<file path="config.mk">
export PLATFORM = sky130hd
export DESIGN_NAME = pipe_hazard_ctrl
export DESIGN_NICKNAME = d
export VERILOG_FILES = /design/src/rtl/pipe_hazard_ctrl_pkg.sv /design/src/rtl/pipe_hazard_ctrl_sat_counter.sv /design/src/rtl/pipe_hazard_ctrl.sv
export SDC_FILE = /design/constraint.sdc
export NUM_CORES = 1
export LEC_CHECK = 0
export CORE_AREA = 2 2 71 73
export DETAILED_ROUTE_END_ITERATION = 8
export DIE_AREA = 0 0 73 75
export GPL_TIMING_DRIVEN = 1
export PLACE_DENSITY = 0.81
export SYNTH_ARGS = -nofsm -noshare
export SYNTH_HDL_FRONTEND = slang
export SYNTH_HIERARCHICAL = 1
export SYNTH_SLANG_ARGS = --single-unit
</file>
<file path="constraint.sdc">
create_clock -name clk -period 2.9 [get_ports clk]
set_input_delay 0.435 -clock clk [delete_from_list [all_inputs] [get_ports clk]]
set_output_delay 0.435 -clock clk [all_outputs]
set_load 0.005 [all_outputs]
</file>
<file path="src/rtl/pipe_hazard_ctrl_pkg.sv">
// Shared definitions for the pipeline hazard controller: register-file
// geometry, controller state encoding and the load-use compare.
package pipe_hazard_ctrl_pkg;

    localparam int ASIZE  = 5;   // register address width
    localparam int DSIZE  = 32;  // datapath width
    localparam int FCNT_W = 2;   // flush counter width, covers FLUSH_CYCLES up to 3

    typedef enum logic [1:0] {
        ST_RUN     = 2'd0,
        ST_LDSTALL = 2'd1,
        ST_FLUSH   = 2'd2,
        ST_MEMWAIT = 2'd3
    } state_t;

    // Load in ID/EXE whose destination feeds a source actually read in ID.
    // r0 is hardwired zero and never creates a dependency.
    function automatic logic load_use_hit(
        input logic             mem_read,
        input logic             write_en,
        input logic [ASIZE-1:0] waddr,
        input logic [ASIZE-1:0] rs1,
        input logic             rs1_used,
        input logic [ASIZE-1:0] rs2,
        input logic             rs2_used
    );
        return mem_read && write_en && (waddr != '0) &&
               (((waddr == rs1) && rs1_used) || ((waddr == rs2) && rs2_used));
    endfunction

endpackage

</file>
<file path="src/rtl/pipe_hazard_ctrl_sat_counter.sv">
// Saturating up-counter used for the stall and flush performance counters.
module sat_counter #(
    parameter int CNT_W = 16
) (
    input  logic             clk,
    input  logic             rst,
    input  logic             inc,
    output logic [CNT_W-1:0] count
);

    // Count up on inc, stick at all-ones instead of wrapping.
    always_ff @(posedge clk or negedge rst) begin
        if (!rst)
            count <= '0;
        else if (inc && (count != '1))
            count <= count + CNT_W'(1);
    end

endmodule

</file>
<file path="src/rtl/pipe_hazard_ctrl.sv">
// Hazard and sequencing controller for the 5-stage core: load-use stalls,
// taken-branch flushes, data-memory wait holds, plus perf counters.
// All control outputs are combinational from registered state and inputs.
module pipe_hazard_ctrl
    import pipe_hazard_ctrl_pkg::*;
#(
    parameter int FLUSH_CYCLES = 1,
    parameter int CNT_W        = 16
) (
    input  logic             clk,
    input  logic             rst,
    input  logic [ASIZE-1:0] id_rs1,
    input  logic [ASIZE-1:0] id_rs2,
    input  logic             id_rs1_used,
    input  logic             id_rs2_used,
    input  logic             ex_mem_read,
    input  logic             ex_write_en,
    input  logic [ASIZE-1:0] ex_waddr,
    input  logic             ex_branch_taken,
    input  logic             mem_req,
    input  logic             mem_ready,
    output logic             pc_en,
    output logic             ifid_en,
    output logic             pc_sel_br,
    output logic             ifid_flush,
    output logic             idexe_bubble,
    output logic             pipe_hold,
    output logic [CNT_W-1:0] stall_cnt,
    output logic [CNT_W-1:0] flush_cnt
);

    state_t              state, state_nxt;
    state_t              resume, resume_nxt;
    state_t              eff;
    logic [FCNT_W-1:0]   fcnt, fcnt_nxt;
    logic                load_use, mem_wait;
    logic                stall_inc, flush_inc;

    assign load_use = load_use_hit(ex_mem_read, ex_write_en, ex_waddr,
                                   id_rs1, id_rs1_used, id_rs2, id_rs2_used);
    assign mem_wait = mem_req && !mem_ready;

    // Next-state and control decode; memory wait beats branch beats load-use.
    always_comb begin
        state_nxt    = state;
        resume_nxt   = resume;
        fcnt_nxt     = fcnt;
        pc_en        = 1'b1;
        ifid_en      = 1'b1;
        pc_sel_br    = 1'b0;
        ifid_flush   = 1'b0;
        idexe_bubble = 1'b0;
        pipe_hold    = 1'b0;
        stall_inc    = 1'b0;
        flush_inc    = 1'b0;
        // Leaving MEMWAIT behaves as the interrupted state in the same cycle,
        // so a branch frozen in EXE is serviced on the first non-hold cycle.
        eff = (state == ST_MEMWAIT) ? resume : state;

        if (mem_wait) begin
            pipe_hold = 1'b1;
            pc_en     = 1'b0;
            ifid_en   = 1'b0;
            stall_inc = 1'b1;
            state_nxt = ST_MEMWAIT;
            if (state != ST_MEMWAIT)
                resume_nxt = (state == ST_FLUSH) ? ST_FLUSH : ST_RUN;
        end else begin
            case (eff)
                ST_FLUSH: begin
                    // EXE holds a bubble here, so ex_branch_taken is ignored.
                    ifid_flush   = 1'b1;
                    idexe_bubble = 1'b1;
                    fcnt_nxt     = fcnt - FCNT_W'(1);
                    state_nxt    = (fcnt <= FCNT_W'(1)) ? ST_RUN : ST_FLUSH;
                end
                default: begin
                    if (ex_branch_taken) begin
                        // Any coincident load-use victim is flushed anyway.
                        pc_sel_br    = 1'b1;
                        ifid_flush   = 1'b1;
                        idexe_bubble = 1'b1;
                        flush_inc    = 1'b1;
                        if (FLUSH_CYCLES > 1) begin
                            state_nxt = ST_FLUSH;
                            fcnt_nxt  = FCNT_W'(FLUSH_CYCLES - 1);
                        end else begin
                            state_nxt = ST_RUN;
                        end
                    end else if ((eff == ST_RUN) && load_use) begin
                        pc_en        = 1'b0;
                        ifid_en      = 1'b0;
                        idexe_bubble = 1'b1;
                        stall_inc    = 1'b1;
                        state_nxt    = ST_LDSTALL;
                    end else begin
                        // LDSTALL lands here: one bubble only, then RUN.
                        state_nxt = ST_RUN;
                    end
                end
            endcase
        end

        // While reset is held the pipe is kept flushed and frozen.
        if (!rst) begin
            pc_en        = 1'b0;
            ifid_en      = 1'b0;
            pc_sel_br    = 1'b0;
            ifid_flush   = 1'b1;
            idexe_bubble = 1'b1;
            pipe_hold    = 1'b0;
            stall_inc    = 1'b0;
            flush_inc    = 1'b0;
        end
    end

    // Controller state, flush countdown and the state to resume after a wait.
    always_ff @(posedge clk or negedge rst) begin
        if (!rst) begin
            state  <= ST_RUN;
            resume <= ST_RUN;
            fcnt   <= '0;
        end else begin
            state  <= state_nxt;
            resume <= resume_nxt;
            fcnt   <= fcnt_nxt;
        end
    end

    sat_counter #(.CNT_W(CNT_W)) u_stall_cnt (
        .clk   (clk),
        .rst   (rst),
        .inc   (stall_inc),
        .count (stall_cnt)
    );

    sat_counter #(.CNT_W(CNT_W)) u_flush_cnt (
        .clk   (clk),
        .rst   (rst),
        .inc   (flush_inc),
        .count (flush_cnt)
    );

endmodule

</file>
==> results of run 1 <==
==> cells in the final DEF (no fill, tap or decap), types with 5 or more instances in the layout <==
cell              n
clkdlybuf4s50_1  57
a21oi_1           8
o21a_1           11
clkbuf_8          5
nand3_1          11
buf_4             5
nor2_1            5
nand4_1          16
inv_1             5
xor2_1           12
xnor2_1          13
nand2_1          11
dfrtp_1          37
a31oi_1           6
==> layer usage <==
metal	track usage, %	routed length [um]
met2	34.5	2550
met4	4.73	55
met5	0	0
met3	5.22	243
met1	26.0	2170
==> flip-flops by register name (all words and copies together), names as in the netlist <==
| register | count |
|---|---|
| u_flush_cnt/count | 16 |
| fcnt | 2 |
| u_stall_cnt/count | 16 |
| state | 2 |
| resume | 1 |
==> layout make-up <==
cell class / instances / area (um2) / area share, %
multi-input cells: 149 / 1230 / 40.5
repair buffers: 67 / 661 / 21.8
well taps: 54 / 67.6 / 2.23
flip-flops and latches: 37 / 926 / 30.5
inverters: 5 / 18.8 / 0.618
clock buffers: 5 / 68.8 / 2.27
clock inverters: 3 / 65.1 / 2.14
==> cell families (layout without fill, tap and decap cells) <==
logic type | Yosys count | count (layout) | synth area share, %
AOI/OAI and AO/OA | 41 | 41 | 15.0
xor gates and xnor gates | 25 | 25 | 10.1
adders and majority gates | 3 | 3 | 1.73
buffers and inverters | 6 | 80 | 1.21
DFF | 37 | 37 | 42.7
muxes | 3 | 3 | 1.56
and+or+nand+nor | 77 | 77 | 27.7
==> power by group <==
group          switching (mW)  internal [mW]
clock network           0.184          0.342
registers               0.126          0.602
logic                   0.169          0.250
==> through the flow <==
step	area (um2)	hold WS, ns	setup TNS (ns)
6_report	3040	0.486	0
2_1_floorplan	2170	0.139	0
3_3_place_gp	2870	0.296	0
3_5_place_dp	2870	0.302	-0.180
4_1_cts	3010	0.492	0
5_1_grt	3040	0.523	-0.0319
==> worst min-delay path by stage <==
stage | to | slack, ns | cells past startpoint
3_3_place_gp | state[0] | 0.30 | 1
2_1_floorplan | fcnt[0] | 0.14 | 0
6_report | fcnt[0] | 0.49 | 1
4_1_cts | fcnt[0] | 0.49 | 1
5_1_grt | fcnt[1] | 0.52 | 1
3_5_place_dp | state[0] | 0.30 | 1
==> critical path, stage by stage <==
cell,delay (ns)
clkdlybuf4s50_1,0.49
xor2_1,0.22
nor4_2,0.32
a32oi_2,0.14
o311a_1,0.34
clkdlybuf4s50_1,0.45
==> timing repair <==
action,4_1_cts,5_1_grt
gates resized for setup,0,5
hold buffers,1,0
setup endpoints to repair,0,3
endpoints found under the hold margin,5,0
==> results.md, run 1 <==
- Status: finished clean
- R2R Path Start: resume[1]
- R2R setup slack: 0.73 ns
- Routed len/inst: 15.7 um
- Max H-tree Level: 2
- Final net count: 292
- Synth Cell Area: 2170 um2
- Finished Layout Cells: 320
- CTS root buf: clkbuf_8
- Remaining Overflow, GRT: 0
- Worst slew pin tran: 0.404 ns
- Most common cell in the netlist: dfrtp_1
- GPL Wtd Cong: 0.797
- Site Rows: 25
- Power per Cell Area: 551 nW/um2
- Fillers: 368
- Die height: 75 um
- Crit Path Max Fanout: 4
- Vias per cell: 5.80
- Clock Pin Slew Worst Setup and Hold Paths: 0.07 ns
- DP HPWL: 3820 um
- Post-synthesis cell count: 192
- Layout cells sized above 1: 15.0%
- Area Growth Syn to Fin: 40.1%
- DRC errors left: 0
- R2r endpoint: u_stall_cnt/count[15]
- Num CTS Buffers: 5
- Skew final: 0.00478 ns
- Initial core utilization: 46.5%
- # IOs: 62
- YS warnings: 6
- CTS tree: yes
- First-pass GRT wire length: 8600 um
- Final core occ: 65.1%
- Worst EP required: 2.47 ns
- FFs w/ async S/R, synth: 100%
- GRT Util Overall: 20.3%
- Total Wirelength: 5020 um
- Leading area contributor after synthesis: dfrtp_1
- Max Root-Sink Buffers: 2
- Post-Syn Nets: 219
- Max VDD drop: 405 uV
- #FFs+latches synth: 37
- F_max: 0.352 GHz
- Critical path arrival: 2.40 ns
- Top cells by area, synth: dfrtp_1 43%, xnor2_1 5.3%, xor2_1 4.8%, nand4_1 4.6%, nor4_4 3.9%
- Number of max-cap violations: 0
- Die area: 5480 um2
- Yosys top cell area share: 42.7%
- Critical Path Start: ex_waddr[2]
- Vias in the first global route: 1819
- Post-synthesis cell type count: 41
- P_leak: 1.29 nW
- Setup bufs post-CTS: 0
- Crit path kind: in2out
- Clock latency at the later pin of the worst-skew pair: 0.29 ns
- Core area: 4660 um2
- I/O Buffers: 61
- Final Hold Vio Count: 0
- Tmin final: 2.84 ns
- R2r worst-path depth: 9
- Largest net degree at the start of global routing: 33
- Total number of vias: 1855
- CTS Sinks: 37
- Crit path capture: ifid_en
- TritonRoute pass-1 iters: 4
- Final Max Tran Viols: 0
- Post-Place Setup Slack: -0.0522 ns
- Total inserted antenna cells: 0
- Post-synth EDFFs: 0
- CP Capture Type: output port
- Routed Antenna Nets: 0
- Worst hold path class: reg2reg
- Initial antenna violation count: 0
- Design Power: 1.67 mW
- Relative slew slack: 73.1%
- Register area share after synthesis: 42.7%
- Final WS setup: 0.0604 ns
- Dominant synthesized flop cell: dfrtp_1
- CP Launch Type: input pin
- Final worst path period share: 97.9%
- Syn avg cell area: 11.3 um2
- DP Cell Count: 311
- Most instantiated cells after synthesis: 37 x dfrtp_1, 16 x nand4_1, 13 x xnor2_1
- Die Width: 73 um
- DR iter-0 viols: 135
- Hold_sp: fcnt[0]
- Endpoints failing setup: 0
(Power assumes the default switching activity.)
==> run 2: changes to the inputs <==
- CORE_AREA: 2 2 71 73 -> 2 2 66 68
- DIE_AREA: 0 0 73 75 -> 0 0 68 70
- PLACE_DENSITY: 0.81 -> 0.87
- SYNTH_HIERARCHICAL: 1 -> unset
- clock period: 2.9 -> 3.4 ns (I/O delays scaled with it)
==> run 2 against run 1 <==
Effect of this change:
- synthesized cell count is 4.7% lower
- first-iteration DRC count is 39% lower
- sequential cell count stayed put
- core utilization is 0.78 points higher
- die area is 13% lower
- clock skew is 0.00062 ns lower
- wire length is 19% lower
- cell area is 10% lower
- cell count is 5.6% lower
- critical path type unchanged
- largest cell class unchanged
==> results.md, run 2 <==
- Final worst path period share: 90.2%
- Critical path arrival: 2.56 ns (+0.16 ns)
- Tmin final: 3.07 ns
- Design Power: 1.27 mW (-24%)
- GPL Wtd Cong: 0.783 (-1.7%)
- Final Max Tran Viols: 0 (unchanged)
- Post-Place Setup Slack: 0.307 ns (+0.360 ns)
- Number of max-cap violations: 0 (unchanged)
- CTS root buf: clkbuf_8
- Final net count: 277 (-5.1%)
- Total inserted antenna cells: 0 (unchanged)
- Final WS setup: 0.334 ns (+0.274 ns)
- Leading area contributor after synthesis: dfrtp_1
- Total Wirelength: 4080 um (-19%)
- Final core occ: 65.9% (+0.78 points)
- I/O Buffers: 61 (unchanged)
- Most common cell in the netlist: dfrtp_1
- Die Width: 68 um (-6.8%)
- Most instantiated cells after synthesis: 37 x dfrtp_1, 23 x xnor2_1, 18 x xor2_1
- DRC errors left: 0 (unchanged)
- CTS Sinks: 37 (unchanged)
- Post-synthesis cell count: 183 (-4.7%)
- YS warnings: 0 (-6)
- Commonest non-fill, non-tap cell in the layout: clkdlybuf4s50_1
- First-pass GRT wire length: 6950 um (-19%)
- Post-cts repair resize count: 0 (unchanged)
- Syn avg cell area: 10.8 um2 (-4.0%)
- R2R Path Start: u_stall_cnt.count[2]
- GRT Util Overall: 19.0% (-1.2 points)
- Site Rows: 24 (-4.0%)
- Final Hold Vio Count: 0 (unchanged)
- Finished Layout Cells: 302 (-5.6%)
- Routed Antenna Nets: 0 (unchanged)
- Die area: 4760 um2 (-13%)
- Dominant synthesized flop cell: dfrtp_1
- Register area share after synthesis: 46.7% (+4.0 points)
- # IOs: 62 (unchanged)
- DP HPWL: 3080 um (-19%)
- Fillers: 332 (-9.8%)
- Routed len/inst: 13.5 um (-14%)
- Worst EP required: 2.89 ns (+0.42 ns)
- Setup_tns: 0 ns (unchanged)
- TritonRoute pass-1 iters: 4 (unchanged)
- Vias in the first global route: 1564 (-14%)
- Cts hold-fix bufs: 0 (-1)
- Worst hold path class: in2async
- Die height: 70 um (-6.7%)
- Initial antenna violation count: 0 (unchanged)
- Initial core utilization: 47.8% (+1.3 points)
- Top cells by area, synth: dfrtp_1 47%, xnor2_1 10%, xor2_1 8.0%, nor2_1 3.2%, nand2_1 2.8%
- Post-Syn Nets: 210 (-4.1%)
- Status: finished clean
- R2r endpoint: u_stall_cnt.count[1]
- Max H-tree Level: 2 (unchanged)
- Max VDD drop: 311 uV (-23%)
- Core area: 4140 um2 (-11%)
- Post-synthesis cell type count: 38 (-7.3%)
- Area Growth Syn to Fin: 37.8%
- CP Capture Type: output port
- Yosys top cell area share: 46.7% (+4.0 points)
- DP Cell Count: 295 (-5.1%)
- Worst slew pin tran: 0.482 ns (+0.0783 ns)
- Post-synth EDFFs: 0 (unchanged)
- DR iter-0 viols: 82 (-39%)
- Commonest cells after routing, fill and taps aside: 60 x clkdlybuf4s50_1, 37 x dfrtp_1, 23 x xnor2_1
- R2R setup slack: 1.26 ns (+0.53 ns)
- R2r worst-path depth: 5 (-4)
- Vias per cell: 5.16 (-11%)
- Placed Area: 2650 um2 (-7.8%)
- Power per Cell Area: 465 nW/um2 (-16%)
- Endpoints failing setup: 0 (unchanged)
- Relative slew slack: 67.8% (-5.3 points)
- Crit path kind: in2out
- Synth Cell Area: 1980 um2 (-8.5%)
- Num CTS Buffers: 5 (unchanged)
- Setup bufs post-CTS: 0 (unchanged)
- Layout cells sized above 1: 9.60% (-5.4 points)
- #FFs+latches synth: 37 (unchanged)
- CTS tree: yes
- Worst hold margin: 0.107 ns (-0.379 ns)
- P_leak: 1.18 nW (-8.0%)
- Crit Path Max Fanout: 3 (-1)
- Largest registers: u_flush_cnt.count (16), u_stall_cnt.count (16)
- Skew final: 0.00416 ns (-0.000624 ns)
- Remaining Overflow, GRT: 0 (unchanged)
- Largest net degree at the start of global routing: 21 (-36%)
- Clock Pin Slew Worst Setup and Hold Paths: 0.07 ns (about the same)
- Post-route cell area: 2730 um2 (-10%)
- RSZ-0062 raised after global routing: false
- Max Root-Sink Buffers: 2 (unchanged)
- CP Launch Type: input pin
- Clock latency at the later pin of the worst-skew pair: 0.28 ns (about the same)
- F_max: 0.326 GHz
- Total number of vias: 1559 (-16%)
- FFs w/ async S/R, synth: 100% (unchanged)
run 2: cell types whose count changed in the layout (fill, tap and decap cells not counted), sizes merged, moves of 4 or more:
| cell | previous run | this run |
|---|---|---|
| and4 | 7 | 3 |
| xnor2 | 13 | 23 |
| nand2 | 11 | 15 |
| a31oi | 6 | 0 |
| o31ai | 5 | 0 |
| nor3 | 2 | 6 |
| xor2 | 12 | 18 |
| nand4 | 20 | 9 |
| a21oi | 8 | 2 |
| o21a | 11 | 0 |
| nor2 | 7 | 17 |
run 2: how the worst max path moves through the flow:
stage	start	to	slack (ns)	cells past startpoint
final	ex_waddr[1]	ifid_en	0.33	8
after global routing	ex_waddr[1]	ifid_en	0.22	8
after CTS	ex_waddr[1]	ifid_en	0.31	8
after global placement	ex_waddr[1]	ifid_en	0.37	8
after detailed placement	ex_waddr[1]	ifid_en	0.31	8
after floorplan	ex_waddr[1]	pc_en	1.27	7
run 2: cells by family after synthesis:
| kind of cell | share of synthesized area, % |
|---|---|
| mux | 1.70 |
| flops | 46.7 |
| xor+xnor | 18.1 |
| fa+ha+maj | 1.89 |
| compound gates | 5.81 |
| simple gates | 23.3 |
| buf+inv | 2.46 |
run 2: layout make-up:
cell class | instances | area (um2) | share of cell area (%)
Clock buffer | 7 | 86.3 | 3.16
Multi-Input combinational cell | 136 | 1010 | 36.9
Timing Repair Buffer | 63 | 621 | 22.7
Tap cell | 52 | 65.1 | 2.38
Inverter | 7 | 26.3 | 0.962
Sequential cell | 37 | 926 | 33.9
run 2: worst max-delay path, cell delays in order:
cell and delay, ns:
clkdlybuf4s50_1 0.47, or4_1 0.54, nor2_1 0.18, nor2_1 0.06, nand2_1 0.11, nor2_1 0.05, nor2_1 0.13, clkdlybuf4s50_1 0.51
run 2: per-layer routing:
metal  part of all wire [%]  track usage (%)
met4                    1.2             5.33
met5                      0                0
met3                    6.7             5.80
met2                     49             31.0
met1                     43             24.1
run 2: where the power goes:
part	total [mW]	internal, mW	switching, mW
registers	0.611	0.513	0.0972
logic	0.355	0.214	0.140
clock network	0.304	0.161	0.143
total	1.27	0.889	0.380
